<file path="src/rtl/mips_multicycle_control.sv">
// Multi-cycle MIPS control unit: a Moore FSM that sequences fetch, decode and
// execute over a shared memory/ALU datapath, with a memory timeout trap and a retired count.
module mips_multicycle_control #(
  parameter int ALUOP_W     = 4,
  parameter int MEM_TIMEOUT = 15,
  parameter int COUNT_W     = 32
) (
  input  logic               clk,
  input  logic               reset,
  input  logic [5:0]         opcode,
  input  logic [5:0]         func,
  input  logic               mem_ready,
  output logic               pc_write,
  output logic               pc_write_cond,
  output logic               bneq,
  output logic               iord,
  output logic               mem_read,
  output logic               mem_write,
  output logic               ir_write,
  output logic               mem_to_reg,
  output logic               reg_write,
  output logic               reg_dest,
  output logic               jal,
  output logic               alu_src_a,
  output logic [1:0]         alu_src_b,
  output logic [1:0]         pc_src,
  output logic [ALUOP_W-1:0] alu_op,
  output logic [3:0]         state,
  output logic               illegal,
  output logic               mem_fault,
  output logic [COUNT_W-1:0] instr_count
);

  typedef enum logic [3:0] {
    S_FETCH  = 4'd0,  S_DECODE = 4'd1,  S_MEMADR = 4'd2,  S_MEMRD = 4'd3,
    S_MEMWB  = 4'd4,  S_MEMWR  = 4'd5,  S_RTEX   = 4'd6,  S_RTWB  = 4'd7,
    S_BRANCH = 4'd8,  S_JUMP   = 4'd9,  S_ITEX   = 4'd10, S_ITWB  = 4'd11,
    S_TRAP   = 4'd12
  } state_e;

  localparam logic [5:0] OP_RTYPE = 6'b000000, OP_LW    = 6'b100011, OP_SW   = 6'b101011,
                         OP_BEQ   = 6'b000100, OP_BNE   = 6'b000101, OP_J    = 6'b000010,
                         OP_JAL   = 6'b000011, OP_ADDI  = 6'b001000, OP_ADDIU = 6'b001001,
                         OP_ANDI  = 6'b001100, OP_ORI   = 6'b001101, OP_SLTI = 6'b001010,
                         OP_SLTIU = 6'b001011, OP_LUI   = 6'b001111;
  localparam logic [5:0] FN_JR = 6'b001000;

  localparam logic [3:0] ALU_PASS = 4'd0,  ALU_ADD  = 4'd1,  ALU_ADDU = 4'd2,  ALU_AND = 4'd3,
                         ALU_OR   = 4'd4,  ALU_NOR  = 4'd5,  ALU_SLTU = 4'd6,  ALU_SLT = 4'd7,
                         ALU_SLL  = 4'd8,  ALU_SRL  = 4'd9,  ALU_SUB  = 4'd10, ALU_SUBU = 4'd11,
                         ALU_SRA  = 4'd12, ALU_LUI  = 4'd13;

  localparam logic [7:0] TIMEOUT_LAST = 8'(MEM_TIMEOUT - 1);

  // {valid, alu code}; jr is valid with a pass-through ALU code.
  function automatic logic [4:0] rtype_alu(input logic [5:0] f);
    case (f)
      6'b100000: return {1'b1, ALU_ADD};
      6'b100001: return {1'b1, ALU_ADDU};
      6'b100100: return {1'b1, ALU_AND};
      6'b100101: return {1'b1, ALU_OR};
      6'b100111: return {1'b1, ALU_NOR};
      6'b101011: return {1'b1, ALU_SLTU};
      6'b101010: return {1'b1, ALU_SLT};
      6'b000000: return {1'b1, ALU_SLL};
      6'b000010: return {1'b1, ALU_SRL};
      6'b100010: return {1'b1, ALU_SUB};
      6'b100011: return {1'b1, ALU_SUBU};
      6'b000011: return {1'b1, ALU_SRA};
      FN_JR:     return {1'b1, ALU_PASS};
      default:   return {1'b0, ALU_PASS};
    endcase
  endfunction

  function automatic logic [3:0] itype_alu(input logic [5:0] op);
    case (op)
      OP_ADDI:  return ALU_ADD;
      OP_ADDIU: return ALU_ADDU;
      OP_ANDI:  return ALU_AND;
      OP_ORI:   return ALU_OR;
      OP_SLTI:  return ALU_SLT;
      OP_SLTIU: return ALU_SLTU;
      OP_LUI:   return ALU_LUI;
      default:  return ALU_PASS;
    endcase
  endfunction

  state_e               state_q, state_d;
  logic [7:0]           wait_q, wait_d;
  logic [COUNT_W-1:0]   count_q, count_d;
  logic                 illegal_q, illegal_d;
  logic                 fault_q, fault_d;
  logic [5:0]           op_q, func_q;
  logic [4:0]           r_dec;
  logic [3:0]           alu_code;
  logic                 retire;
  logic                 wait_expired;

  // Opcode/func are captured in DECODE so outputs never see the IR inputs directly.
  assign r_dec        = rtype_alu(func_q);
  assign wait_expired = !mem_ready && (wait_q == TIMEOUT_LAST);

  always_ff @(posedge clk or posedge reset) begin
    if (reset) begin
      state_q   <= S_FETCH;
      wait_q    <= '0;
      count_q   <= '0;
      illegal_q <= 1'b0;
      fault_q   <= 1'b0;
      op_q      <= '0;
      func_q    <= '0;
    end else begin
      // NOTE: non-blocking assignments so every register samples pre-edge values.
      state_q   <= state_d;
      wait_q    <= wait_d;
      count_q   <= count_d;
      illegal_q <= illegal_d;
      fault_q   <= fault_d;
      if (state_q == S_DECODE) begin
        op_q   <= opcode;
        func_q <= func;
      end
    end
  end

  always_comb begin
    // NOTE: every signal driven here gets a default first so no path infers a latch.
    state_d       = state_q;
    wait_d        = '0;
    illegal_d     = illegal_q;
    fault_d       = fault_q;
    retire        = 1'b0;
    pc_write      = 1'b0;
    pc_write_cond = 1'b0;
    bneq          = 1'b0;
    iord          = 1'b0;
    mem_read      = 1'b0;
    mem_write     = 1'b0;
    ir_write      = 1'b0;
    mem_to_reg    = 1'b0;
    reg_write     = 1'b0;
    reg_dest      = 1'b0;
    jal           = 1'b0;
    alu_src_a     = 1'b0;
    alu_src_b     = 2'd0;
    pc_src        = 2'd0;
    alu_code      = ALU_PASS;

    case (state_q)
      S_FETCH: begin
        mem_read  = 1'b1;
        alu_src_b = 2'd1;
        alu_code  = ALU_ADD;
        if (mem_ready) begin
          ir_write = 1'b1;
          pc_write = 1'b1;
          state_d  = S_DECODE;
        end else if (wait_expired) begin
          fault_d = 1'b1;
          state_d = S_TRAP;
        end else begin
          wait_d = wait_q + 8'd1;
        end
      end
      S_DECODE: begin
        alu_src_b = 2'd3;
        alu_code  = ALU_ADD;
        case (opcode)
          OP_RTYPE:      state_d = S_RTEX;
          OP_LW, OP_SW:  state_d = S_MEMADR;
          OP_BEQ, OP_BNE: state_d = S_BRANCH;
          OP_J, OP_JAL:  state_d = S_JUMP;
          OP_ADDI, OP_ADDIU, OP_ANDI, OP_ORI, OP_SLTI, OP_SLTIU, OP_LUI:
                         state_d = S_ITEX;
          default: begin
            illegal_d = 1'b1;
            state_d   = S_FETCH;
          end
        endcase
      end
      S_MEMADR: begin
        alu_src_a = 1'b1;
        alu_src_b = 2'd2;
        alu_code  = ALU_ADD;
        state_d   = (op_q == OP_LW) ? S_MEMRD : S_MEMWR;
      end
      S_MEMRD: begin
        mem_read = 1'b1;
        iord     = 1'b1;
        if (mem_ready) begin
          state_d = S_MEMWB;
        end else if (wait_expired) begin
          fault_d = 1'b1;
          state_d = S_TRAP;
        end else begin
          wait_d = wait_q + 8'd1;
        end
      end
      S_MEMWB: begin
        reg_write  = 1'b1;
        mem_to_reg = 1'b1;
        retire     = 1'b1;
        state_d    = S_FETCH;
      end
      S_MEMWR: begin
        mem_write = 1'b1;
        iord      = 1'b1;
        if (mem_ready) begin
          retire  = 1'b1;
          state_d = S_FETCH;
        end else if (wait_expired) begin
          fault_d = 1'b1;
          state_d = S_TRAP;
        end else begin
          wait_d = wait_q + 8'd1;
        end
      end
      S_RTEX: begin
        alu_src_a = 1'b1;
        alu_code  = r_dec[3:0];
        if (func_q == FN_JR) begin
          pc_write = 1'b1;
          pc_src   = 2'd3;
          retire   = 1'b1;
          state_d  = S_FETCH;
        end else if (!r_dec[4]) begin
          illegal_d = 1'b1;
          state_d   = S_FETCH;
        end else begin
          state_d = S_RTWB;
        end
      end
      S_RTWB: begin
        reg_write = 1'b1;
        reg_dest  = 1'b1;
        retire    = 1'b1;
        state_d   = S_FETCH;
      end
      S_BRANCH: begin
        alu_src_a     = 1'b1;
        alu_code      = ALU_SUB;
        pc_write_cond = 1'b1;
        pc_src        = 2'd1;
        bneq          = (op_q == OP_BNE);
        retire        = 1'b1;
        state_d       = S_FETCH;
      end
      S_JUMP: begin
        pc_write  = 1'b1;
        pc_src    = 2'd2;
        jal       = (op_q == OP_JAL);
        reg_write = (op_q == OP_JAL);
        retire    = 1'b1;
        state_d   = S_FETCH;
      end
      S_ITEX: begin
        alu_src_a = 1'b1;
        alu_src_b = 2'd2;
        alu_code  = itype_alu(op_q);
        state_d   = S_ITWB;
      end
      S_ITWB: begin
        reg_write = 1'b1;
        retire    = 1'b1;
        state_d   = S_FETCH;
      end
      S_TRAP:  state_d = S_TRAP;
      default: state_d = S_FETCH;
    endcase

    // Reset silences every strobe at once, even between clock edges.
    if (reset) begin
      pc_write      = 1'b0;
      pc_write_cond = 1'b0;
      bneq          = 1'b0;
      iord          = 1'b0;
      mem_read      = 1'b0;
      mem_write     = 1'b0;
      ir_write      = 1'b0;
      mem_to_reg    = 1'b0;
      reg_write     = 1'b0;
      reg_dest      = 1'b0;
      jal           = 1'b0;
      alu_src_a     = 1'b0;
      alu_src_b     = 2'd0;
      pc_src        = 2'd0;
      alu_code      = ALU_PASS;
    end
  end

  assign count_d     = retire ? count_q + COUNT_W'(1) : count_q;
  assign alu_op      = ALUOP_W'(alu_code);
  assign state       = state_q;
  assign illegal     = illegal_q;
  assign mem_fault   = fault_q;
  assign instr_count = count_q;

endmodule

</file>
<file path="config.mk">
export PLATFORM = sky130hd
export DESIGN_NAME = mips_multicycle_control
export DESIGN_NICKNAME = d
export VERILOG_FILES = /design/src/rtl/mips_multicycle_control.sv
export SDC_FILE = /design/constraint.sdc
export NUM_CORES = 1
export LEC_CHECK = 0
export BUFFER_PORTS_ARGS = -buffer_cell sky130_fd_sc_hd__buf_2
export CORE_UTILIZATION = 40
export DETAILED_ROUTE_END_ITERATION = 12
export GPL_ROUTABILITY_DRIVEN = 0
export PLACE_DENSITY = 0.69
export SYNTH_ARGS = -nofsm -noshare
export SYNTH_HDL_FRONTEND = slang
export SYNTH_SLANG_ARGS = --single-unit
</file>
<file path="constraint.sdc">
create_clock -name clk -period 2.91 [get_ports clk]
set_input_delay 0.291 -clock clk [delete_from_list [all_inputs] [get_ports clk]]
set_output_delay 0.291 -clock clk [all_outputs]
set_load 0.01 [all_outputs]
</file>
### After elaboration in Yosys (flattened, before gate mapping)

Memory sizes are Yosys's and may differ from the RTL's.
Cells that the tools add are included.

| word-level totals | value |
|---|---|
| memories | 1 |
| ROM bits | 320 |
| output and inout port bits | 58 |
| logic and storage cells | 122 |
| bits of input ports | 15 |
| register bits | 58 |

| operators by class | value |
|---|---|
| reduce and logical (&&, ||, !) cells | 20 |
| muxes and demuxes | 51 |
| equal/unequal tests | 40 |
| bitwise gates (word level) | 1 |
| add/sub/neg operators | 2 |

Memory list:

| name | words | bits a word | read ports | clocked after Yosys merged registers in | wr ports | RTL line | source |
|---|---|---|---|---|---|---|---|
| (no name shown) | 64 | 5 | 1 | 0 | 0 | 57 | `case (f)` |

Operator list:

| kind | count |
|---|---|
| $eq 6x4->1 const B | 15 |
| $add 32x1->32 const B | 1 |
| $pmux 4 s8 | 1 |
| $pmux 4 s7 | 1 |
| $mux 1 | 27 |
| $mux 8 | 3 |
| $eq 4x4->1 const B | 5 |
| $mux 4 | 5 |
| $pmux 4 s5 | 1 |
| $eq 6x2->1 const B | 3 |
| $eq 6x3->1 const B | 3 |
| $eq 6x6->1 const B | 3 |
| $eq 4x3->1 const B | 4 |
| $pmux 4 s4 | 1 |
| $reduce_or 14->1 | 1 |
| $pmux 2 s3 | 2 |
| $reduce_or 2->1 | 6 |
| $mux 3 | 3 |
| $reduce_or 3->1 | 3 |
| $add 8x1->8 const B | 1 |
| $eq 4x2->1 const B | 2 |
| $eq 8x4->1 const B | 1 |
| $reduce_or 7->1 | 1 |
| $logic_not 6->1 | 1 |
| 14 further kinds | 20 |

### Longest topological paths before layout

Gate-level depths: netlist (run 1).

| depth | value |
|---|---|
| word-level depth | 5 |
| mapped depth | 8 |

### Least setup slack after synthesis (run 1)

No wires, ideal clock.

| path | value |
|---|---|
| kind | input port to output port |
| start point | input port reset |
| end point | output port mem_to_reg |
| cell stages on the path | 3 |
| path slack | 0.520 ns |
| data arrival time | 2.099 ns |
| data required time | 2.619 ns |
| cells stage by stage | clkbuf_1 > inv_1 > and3_1 |

| on the way | value |
|---|---|
| cells in the longest elaborated chain, start to end | 1 |

RTL lines:

| what | RTL line | source |
|---|---|---|
| from (decl) | 9 | `input logic reset,` |
| $mux 1 | 272 | `if (reset) begin` |
| to (decl) | 20 | `output logic mem_to_reg,` |

Every way passes these cells.

### Worst setup path after layout (run 1)

| path | value |
|---|---|
| start point | register state_q[2] (netlist: state[2]) |
| end point | output port pc_write |

| on the way | value |
|---|---|
| cells in the longest elaborated chain, start to end | 3 |
| elaborated cells on any way between the ends | 5 |

RTL lines:

| what | RTL line | source |
|---|---|---|
| from (decl) | 88 | `state_e state_q, state_d;` |
| from (signal assigned) | 114 | `state_q <= state_d;` |
| $eq 4x4->1, or another cell as far along | 149 | `case (state_q)` |
| $pmux 1 s3 (*) | 149 |  |
| $mux 1 (*) | 272 |  |
| to (decl) | 13 | `output logic pc_write,` |

Mark *: on every way between the ends. The rest lies on a longest branch, timed or not.

==> impl_metrics.ini, run 1 <==
[sta]
rsz0062_at_grt = false
max_freq_mhz = 379
period_minus_slack_ns = 2.64
hold_violations = 0
drv_slew = 0
fin_crit_sh = 0.907
maxSlewHeadroom = 0.519
fin_ws_ns = 0.271
final.setup.tns_ns = 0
skew_ns = 0.00967
tightest_slew_ns = 0.722
setup_violations = 0

[final_layout]
nets = 475
final_cell_mix = buf_2, dfrtp_1, nand2_1
num_antenna_cells = 0
fin_util = 0.496
area_delta_synth_final_pct = 18.7
multiInputGateArea_sq_um = 1890
n_fill_cell = 784
final_common_cell = buf_2
final_area_sq_um = 4120
regArea_sq_um = 1450
drive_gt1_frac = 0.236

[synth]
ys_warn_count = 0
synth-edff-count = 0
syn-cell-area_sq_um = 3470
synth_ff_type = dfrtp_1
ys_seq_area_frac = 0.418
ys_seq_elements = 58
syn_inst = 381
syn-num-nets = 404
async_flop_share = 1.00
synth.avg_cell_area_sq_um = 9.11
synth_cell_types = 59

[routing]
drc = 0
wire_per_inst_microns = 13.8
wl_mm = 7.78
dr.pass1.iters = 4
vias_per_cell = 5.36
ant_nets = 0
vias = 3010
drtIter0Drc = 154

[global_routing]
grt_pass1_wl_mm = 13.2
grt_overflow_total = 0
track_usage = 0.187
antenna_found_initial = 0
grt_pass1_vias = 2762
grt_max_degree = 59

[critical_path]
r2r-end = instr_count[31]$_DFFE_PP0P_
path_class = reg -> out
rrSetupSlack_ns = 0.40
rr_startpoint = state[2]$_DFF_PP0_
cp_data_arrival_time_ns = 2.35
crit_fanout = 19
critPathLaunchType = register
end_kind = primary output
r2r.worst_path.cells = 5
required_ns = 2.62

[clock_network]
numCtsBuffers = 9
cts.clk_slew.worst_paths_ns = 0.07
htreeDepth = 3
post_cts_buffers = 0
clockBufferDepth = 2
clock_latency_ns = 0.33
cts_num_sinks = 58
cts-root-buf = clkbuf_8
cts_tree = done

[hold_path]
hp-start = func[2]
hold_path_end = func_q[2]$_DFFE_PP0P_
min_path_type = in -> reg
holdPathStages = 3

[die]
io_pins = 73
die-width_microns = 95.2
core_sq_um = 8300
die_h_microns = 95.2
die_area_sq_um = 9050
num_rows = 33
floorplan.initialDensity = 0.418

[pwr]
powerDensity_nw_per_um2 = 641
power_mw = 2.64
vdd_drop_max_mv = 0.269
leakagePower_nw = 2.05

[placement]
post-place-ws_ns = 0.423
portBuffers = 72
hpwlAfterDp_mm = 5.71
placed_area_sq_um = 3910

[run]
drv_cap = 0

[status]
status = finished, final reports clean
## critical path, cell delays in order (launching register included)
cell and delay [ns]:
dfrtp_1 0.71, nand4bb_1 0.32, or4_1 0.57, a21oi_1 0.19
or2_2 0.13, buf_2 0.11
## cells in the mapped netlist (8+ instances only)
master | n | area [sq um]
clkbuf_1 | 10 | 37.5
xnor2_1 | 19 | 166
nand2_1 | 56 | 210
inv_1 | 16 | 60.1
nand3_1 | 17 | 85.1
dfrtp_1 | 58 | 1450
o21ai_0 | 9 | 45.0
xor2_1 | 21 | 184
a31oi_1 | 8 | 50.1
nor2_1 | 40 | 150
nor3_1 | 16 | 80.1
nand4_1 | 9 | 56.3
ha_1 | 8 | 100
## worst max path at each step
| stage | from | endpoint | slack, ns | depth (start not counted) |
|---|---|---|---|---|
| detailed placement | state[2]$_DFF_PP0_ | instr_count[31]$_DFFE_PP0P_ | 0.42 | 5 |
| global route | state[0]$_DFF_PP0_ | pc_write | 0.07 | 5 |
| finish | state[2]$_DFF_PP0_ | pc_write | 0.27 | 5 |
| CTS | state[3]$_DFF_PP0_ | alu_op[2] | 0.12 | 6 |
| floorplan | reset | mem_to_reg | 0.52 | 3 |
| global placement | state[3]$_DFF_PP0_ | alu_op[2] | 0.56 | 6 |
## where the power goes
group	switching, mW	internal [mW]	total (mW)
combinational	0.405	0.308	0.713
clock	0.315	0.437	0.752
sequential	0.245	0.930	1.18
## state kept, by name, summed over array words and instances (netlist names)
register     count
mem_fault        1
illegal          1
func_q           6
op_q             6
instr_count     32
wait_q           8
state            4
## cell type report
class	count	area share
multi-input combinational	292	0.459
sequential	58	0.352
timing repair buffer	75	0.0929
clock buffer	11	0.0367
tap	105	0.0319
inverter	16	0.0146
clock inverter	5	0.0128
## repair_timing
| action | 4_1_cts | 5_1_grt |
|---|---|---|
| hold buffers | 0 | 0 |
| endpoints found under the setup margin | 0 | 4 |
| endpoints found under the hold margin | 0 | 0 |
| gates resized for setup | 0 | 1 |
## metrics by stage
stage | instances | hold slack [ns]
2_1_floorplan | 381 | 0.396
3_3_place_gp | 546 | 0.448
3_5_place_dp | 546 | 0.459
4_1_cts | 562 | 0.141
5_1_grt | 562 | 0.146
6_report | 562 | 0.154
## metal layers
metal | up-vias | wire length, microns | global-route usage
li1 | 1481 | - | -
met1 | 1440 | 3820 | 0.262
met2 | 83 | 3450 | 0.284
met3 | 6 | 440 | 0.0470
met4 | 0 | 57 | 0.0581
met5 | - | 0 | 0
## logic make-up (layout without fill, tap and decap cells)
| kind of cell | Yosys count | count (layout) | share of synthesized area |
|---|---|---|---|
| AO/OA/AOI/OAI | 48 | 48 | 0.108 |
| adder cells (fa/ha/maj) | 8 | 8 | 0.0288 |
| XOR/XNOR | 40 | 40 | 0.101 |
| flip-flops | 58 | 58 | 0.418 |
| multiplexers | 4 | 4 | 0.0119 |
| buffers and inverters | 31 | 107 | 0.0389 |
| AND/OR/NAND/NOR | 192 | 192 | 0.293 |
Note: power is estimated with default switching activity, not from simulation.
==> inputs of run 2 (changes only) <==
--- a/config.mk
+++ b/config.mk
@@ -6,10 +6,10 @@
 export NUM_CORES = 1
 export LEC_CHECK = 0
 export BUFFER_PORTS_ARGS = -buffer_cell sky130_fd_sc_hd__buf_2
-export CORE_UTILIZATION = 40
+export CORE_UTILIZATION = 50
 export DETAILED_ROUTE_END_ITERATION = 12
 export GPL_ROUTABILITY_DRIVEN = 0
-export PLACE_DENSITY = 0.69
+export PLACE_DENSITY = 0.81
 export SYNTH_ARGS = -nofsm -noshare
 export SYNTH_HDL_FRONTEND = slang
 export SYNTH_SLANG_ARGS = --single-unit
==> impl_metrics.ini, run 2 (synthesis gave the netlist of run 1 again) <==
[clock_network]
htreeDepth = 3
cts_hold_buffers = 0
numCtsBuffers = 9
cts_num_sinks = 58
clock_latency_ns = 0.34
cts_tree = done
ctsResizeCount = 0
cts-root-buf = clkbuf_8
clockBufferDepth = 2
post_cts_buffers = 0
cts.clk_slew.worst_paths_ns = 0.06

[critical_path]
rrSetupSlack_ns = 0.47
cp_data_arrival_time_ns = 2.38
required_ns = 2.62
rr_startpoint = state[2]$_DFF_PP0_
end_kind = primary output
crit_start = state[2]$_DFF_PP0_
crit_fanout = 19
critPathLaunchType = register
path_class = reg -> out

[sta]
fin_crit_sh = 0.919
tightest_slew_ns = 0.707
hold_violations = 0
max_freq_mhz = 374
rsz0062_at_grt = false
final.setup.tns_ns = 0
setup_violations = 0
maxSlewHeadroom = 0.529
skew_ns = 0.00842
drv_slew = 0
fin_ws_ns = 0.236
period_minus_slack_ns = 2.67

[final_layout]
nets = 474
final_common_cell = buf_2
num_antenna_cells = 0
final_area_sq_um = 4060
area_delta_synth_final_pct = 16.9
largest_reg_flops = 32
final_cell_mix = buf_2, dfrtp_1, nand2_1
drive_gt1_frac = 0.237
fin_util = 0.621

[routing]
dr.pass1.iters = 4
vias = 2970
drtIter0Drc = 278
wl_mm = 7.55
ant_nets = 0
vias_per_cell = 5.57
wire_per_inst_microns = 14.2
drc = 0

[die]
die_area_sq_um = 7280
die_h_microns = 85.3
num_rows = 29
floorplan.initialDensity = 0.531
die-width_microns = 85.3
core_sq_um = 6530
io_pins = 73

[pwr]
leakagePower_nw = 2.04
vdd_drop_max_mv = 0.387
power_frac_comb = 0.274
power_mw = 2.57
p_int_mw = 1.62
clockPowerShare = 0.272
swShare = 0.370
p_sw_mw = 0.951
seq_power_share = 0.454
powerDensity_nw_per_um2 = 634

[global_routing]
grt_pass1_vias = 2699
grt_overflow_total = 0
grt_max_degree = 59
grt_pass1_wl_mm = 12.6
track_usage = 0.223
antenna_found_initial = 0

[placement]
hpwlAfterDp_mm = 5.45
portBuffers = 72
post-place-ws_ns = 0.449
placed_area_sq_um = 3870

[hold_path]
min_path_type = in -> reg
hp-start = func[2]

[run]
drv_cap = 0

[status]
status = finished, final reports clean
[run 2: changes by cell type in the layout (fill, tap and decap cells not counted), sizes merged]
cell,change
clkinvlp,-1
clkinv,+3
buf,-1
clkbuf,-2
[run 2: per-stage QoR]
step,hold WS (ns),cells
4_1_cts,0.130,533
6_report,0.142,533
3_3_place_gp,0.456,517
3_5_place_dp,0.455,517
2_1_floorplan,0.396,381
5_1_grt,0.138,533
[run 2: final timing paths]
check / end / cells past startpoint
hold / removal: func_q[2]$_DFFE_PP0P_ / 3
setup reg to reg: instr_count[31]$_DFFE_PP0P_ / 5
hold reg to reg: mem_fault$_DFFE_PP0P_ / 1
setup / recovery: pc_write / 5
max in group asynchronous: state[3]$_DFF_PP0_ / 3
min in group asynchronous: op_q[1]$_DFFE_PP0P_ / 3
[run 2: metal layers]
metal | GRT usage | wire, microns | up-vias
li1 | - | - | 1485
met1 | 0.289 | 3460 | 1377
met3 | 0.0506 | 412 | 17
met5 | 0 | 0 | -
met4 | 0.108 | 178 | 0
met2 | 0.356 | 3500 | 91
[run 2: cell type report]
cell class | instances | area [sq um]
Sequential cell | 58 | 1450
Timing Repair Buffer | 74 | 375
Clock inverter | 7 | 60.1
Fill cell | 564 | 2470
Multi-Input combinational cell | 292 | 1890
Inverter | 16 | 60.1
Clock buffer | 9 | 124
Tap cell | 77 | 96.3
[run 2: critical path: stages (launching register included)]
cell and delay, ns:
dfrtp_1 0.69, nand4bb_1 0.32, or4_1 0.59, a21oi_1 0.20, or2_2 0.13, buf_2 0.11
[run 2: power by group through the flow]
stage	sequential [mW]	combinational (mW)	clock [mW]
floorplan	1.09	0.589	0
global placement	1.17	0.690	0
detailed placement	1.18	0.702	0
CTS	1.16	0.708	0.714
global route	1.20	0.803	0.758
finish	1.17	0.706	0.699
==> inputs of run 3 (changes only) <==
--- a/config.mk
+++ b/config.mk
@@ -6,10 +6,10 @@
 export NUM_CORES = 1
 export LEC_CHECK = 0
 export BUFFER_PORTS_ARGS = -buffer_cell sky130_fd_sc_hd__buf_2
-export CORE_UTILIZATION = 50
+export CORE_UTILIZATION = 25
 export DETAILED_ROUTE_END_ITERATION = 12
 export GPL_ROUTABILITY_DRIVEN = 0
-export PLACE_DENSITY = 0.81
+export PLACE_DENSITY = 0.5
 export SYNTH_ARGS = -nofsm -noshare
 export SYNTH_HDL_FRONTEND = slang
 export SYNTH_SLANG_ARGS = --single-unit
==> constraint.sdc (replaced) <==
create_clock -name clk -period 2.91 [get_ports clk]
set_input_delay 0.582 -clock clk [delete_from_list [all_inputs] [get_ports clk]]
set_output_delay 0.582 -clock clk [all_outputs]
set_load 0.01 [all_outputs]
==> impl_metrics.ini, run 3 (synthesis gave the netlist of run 1 again) <==
[routing]
drc = 0
vias_per_cell = 4.77
wire_per_inst_microns = 14.3
dr.pass1.iters = 5
wl_mm = 9.14
ant_nets = 0
drtIter0Drc = 124
vias = 3047

[pwr]
p_int_mw = 1.91
seq_power_share = 0.393
leakagePower_nw = 2.12
p_sw_mw = 1.04
powerDensity_nw_per_um2 = 678
power_frac_comb = 0.263
clockPowerShare = 0.345
vdd_drop_max_mv = 0.240
swShare = 0.352

[final_layout]
num_antenna_cells = 0
drive_gt1_frac = 0.248
final_cell_mix = buf_2, dfrtp_1, nand2_1
nets = 481
largest_reg_flops = 32
layout.cells.non_filler = 639
final_common_cell = buf_2
area_delta_synth_final_pct = 25.1

[critical_path]
critPathLaunchType = register
path_class = reg -> out
end_kind = primary output
required_ns = 2.33
rrSetupSlack_ns = 0.54
cp_data_arrival_time_ns = 2.15
crit_fanout = 4

[sta]
max_freq_mhz = 366
period_minus_slack_ns = 2.73
setup_violations = 0
fin_ws_ns = 0.177
skew_ns = 0.00517
maxSlewHeadroom = 0.488
hold_violations = 0
final.setup.tns_ns = 0
whs_ns = 0.450
fin_crit_sh = 0.939
rsz0062_at_grt = false
tightest_slew_ns = 0.768
drv_slew = 0

[die]
die-width_microns = 120
floorplan.initialDensity = 0.259
die_area_sq_um = 14400
die_h_microns = 120
core_sq_um = 13400
num_rows = 42
io_pins = 73

[global_routing]
grt_pass1_wl_mm = 15.3
antenna_found_initial = 1
track_usage = 0.135
grt_pass1_vias = 2942
grt_max_degree = 59
grt_overflow_total = 0

[clock_network]
post_cts_buffers = 0
cts_num_sinks = 58
clockBufferDepth = 2
numCtsBuffers = 9
cts.clk_slew.worst_paths_ns = 0.05
cts_hold_buffers = 0
htreeDepth = 3
cts-root-buf = clkbuf_16
clock_latency_ns = 0.32
cts_tree = done

[placement]
portBuffers = 72
dp.cells = 623
hpwlAfterDp_mm = 6.74
post-place-ws_ns = 0.379

[run]
drv_cap = 0

[hold_path]
min_path_type = in -> reg

[status]
status = finished, final reports clean
run 3: cell types whose count changed in the layout (fill, tap and decap cells not counted), sizes merged:
cell	delta
clkbuf	+1
buf	+7
clkinv	-2
clkinvlp	+2
inv	-1
run 3: path summary, 6_finish.rpt:
kind / endpoint / start / cells after the start
hold / removal: func_q[3]$_DFFE_PP0P_ / func[3] / 3
setup / recovery: pc_write / func_q[0]$_DFFE_PP0P_ / 7
max in group asynchronous: instr_count[1]$_DFFE_PP0P_ / reset / 3
min in group asynchronous: state[2]$_DFF_PP0_ / reset / 3
setup reg to reg: instr_count[31]$_DFFE_PP0P_ / func_q[0]$_DFFE_PP0P_ / 7
hold reg to reg: instr_count[31]$_DFFE_PP0P_ / instr_count[31]$_DFFE_PP0P_ / 1
run 3: final cells by class:
| cell class | count | area (sq um) |
|---|---|---|
| Tap cell | 176 | 220 |
| Clock buffer | 10 | 229 |
| Clock inverter | 6 | 57.6 |
| Timing Repair Buffer | 81 | 428 |
| Fill cell | 1425 | 9060 |
| Multi-Input combinational cell | 292 | 1890 |
| Sequential cell | 58 | 1450 |
| Inverter | 16 | 63.8 |
run 3: power by group through the flow:
stage / registers [mW] / logic, mW / clock network (mW)
floorplan: 1.09 / 0.590 / 0
global placement: 1.16 / 0.773 / 0
detailed placement: 1.17 / 0.775 / 0
CTS: 1.15 / 0.779 / 1.05
global route: 1.19 / 0.876 / 1.09
finish: 1.16 / 0.772 / 1.01
run 3: critical path, stage by stage (launching register included):
cell      delay (ns)
dfrtp_1         0.41
inv_1           0.13
ha_1            0.21
nand3b_1        0.15
or4_4           0.55
a21oi_2         0.15
or2_2           0.11
buf_2           0.11
run 3: through the flow:
| step | area (sq um) | total power, mW | utilization |
|---|---|---|---|
| 5_1_grt | 4340 | 3.15 | 0.324 |
| 4_1_cts | 4330 | 2.98 | 0.323 |
| 3_5_place_dp | 4050 | 1.94 | 0.302 |
| 3_3_place_gp | 4050 | 1.94 | 0.302 |
| 2_1_floorplan | 3470 | 1.68 | - |
| 6_report | 4340 | 2.94 | 0.324 |
run 3: what timing repair did:
action,CTS,global route
endpoints found under the hold margin,0,0
setup endpoints to repair,0,2
gates resized for setup,0,3
run 3: metal layers:
metal / wire length, microns / global-route usage / vias up
met5: 8 / 0 / -
met4: 89 / 0.0375 / 2
met3: 575 / 0.0423 / 10
met2: 3950 / 0.207 / 87
met1: 4520 / 0.182 / 1460
li1: - / - / 1488
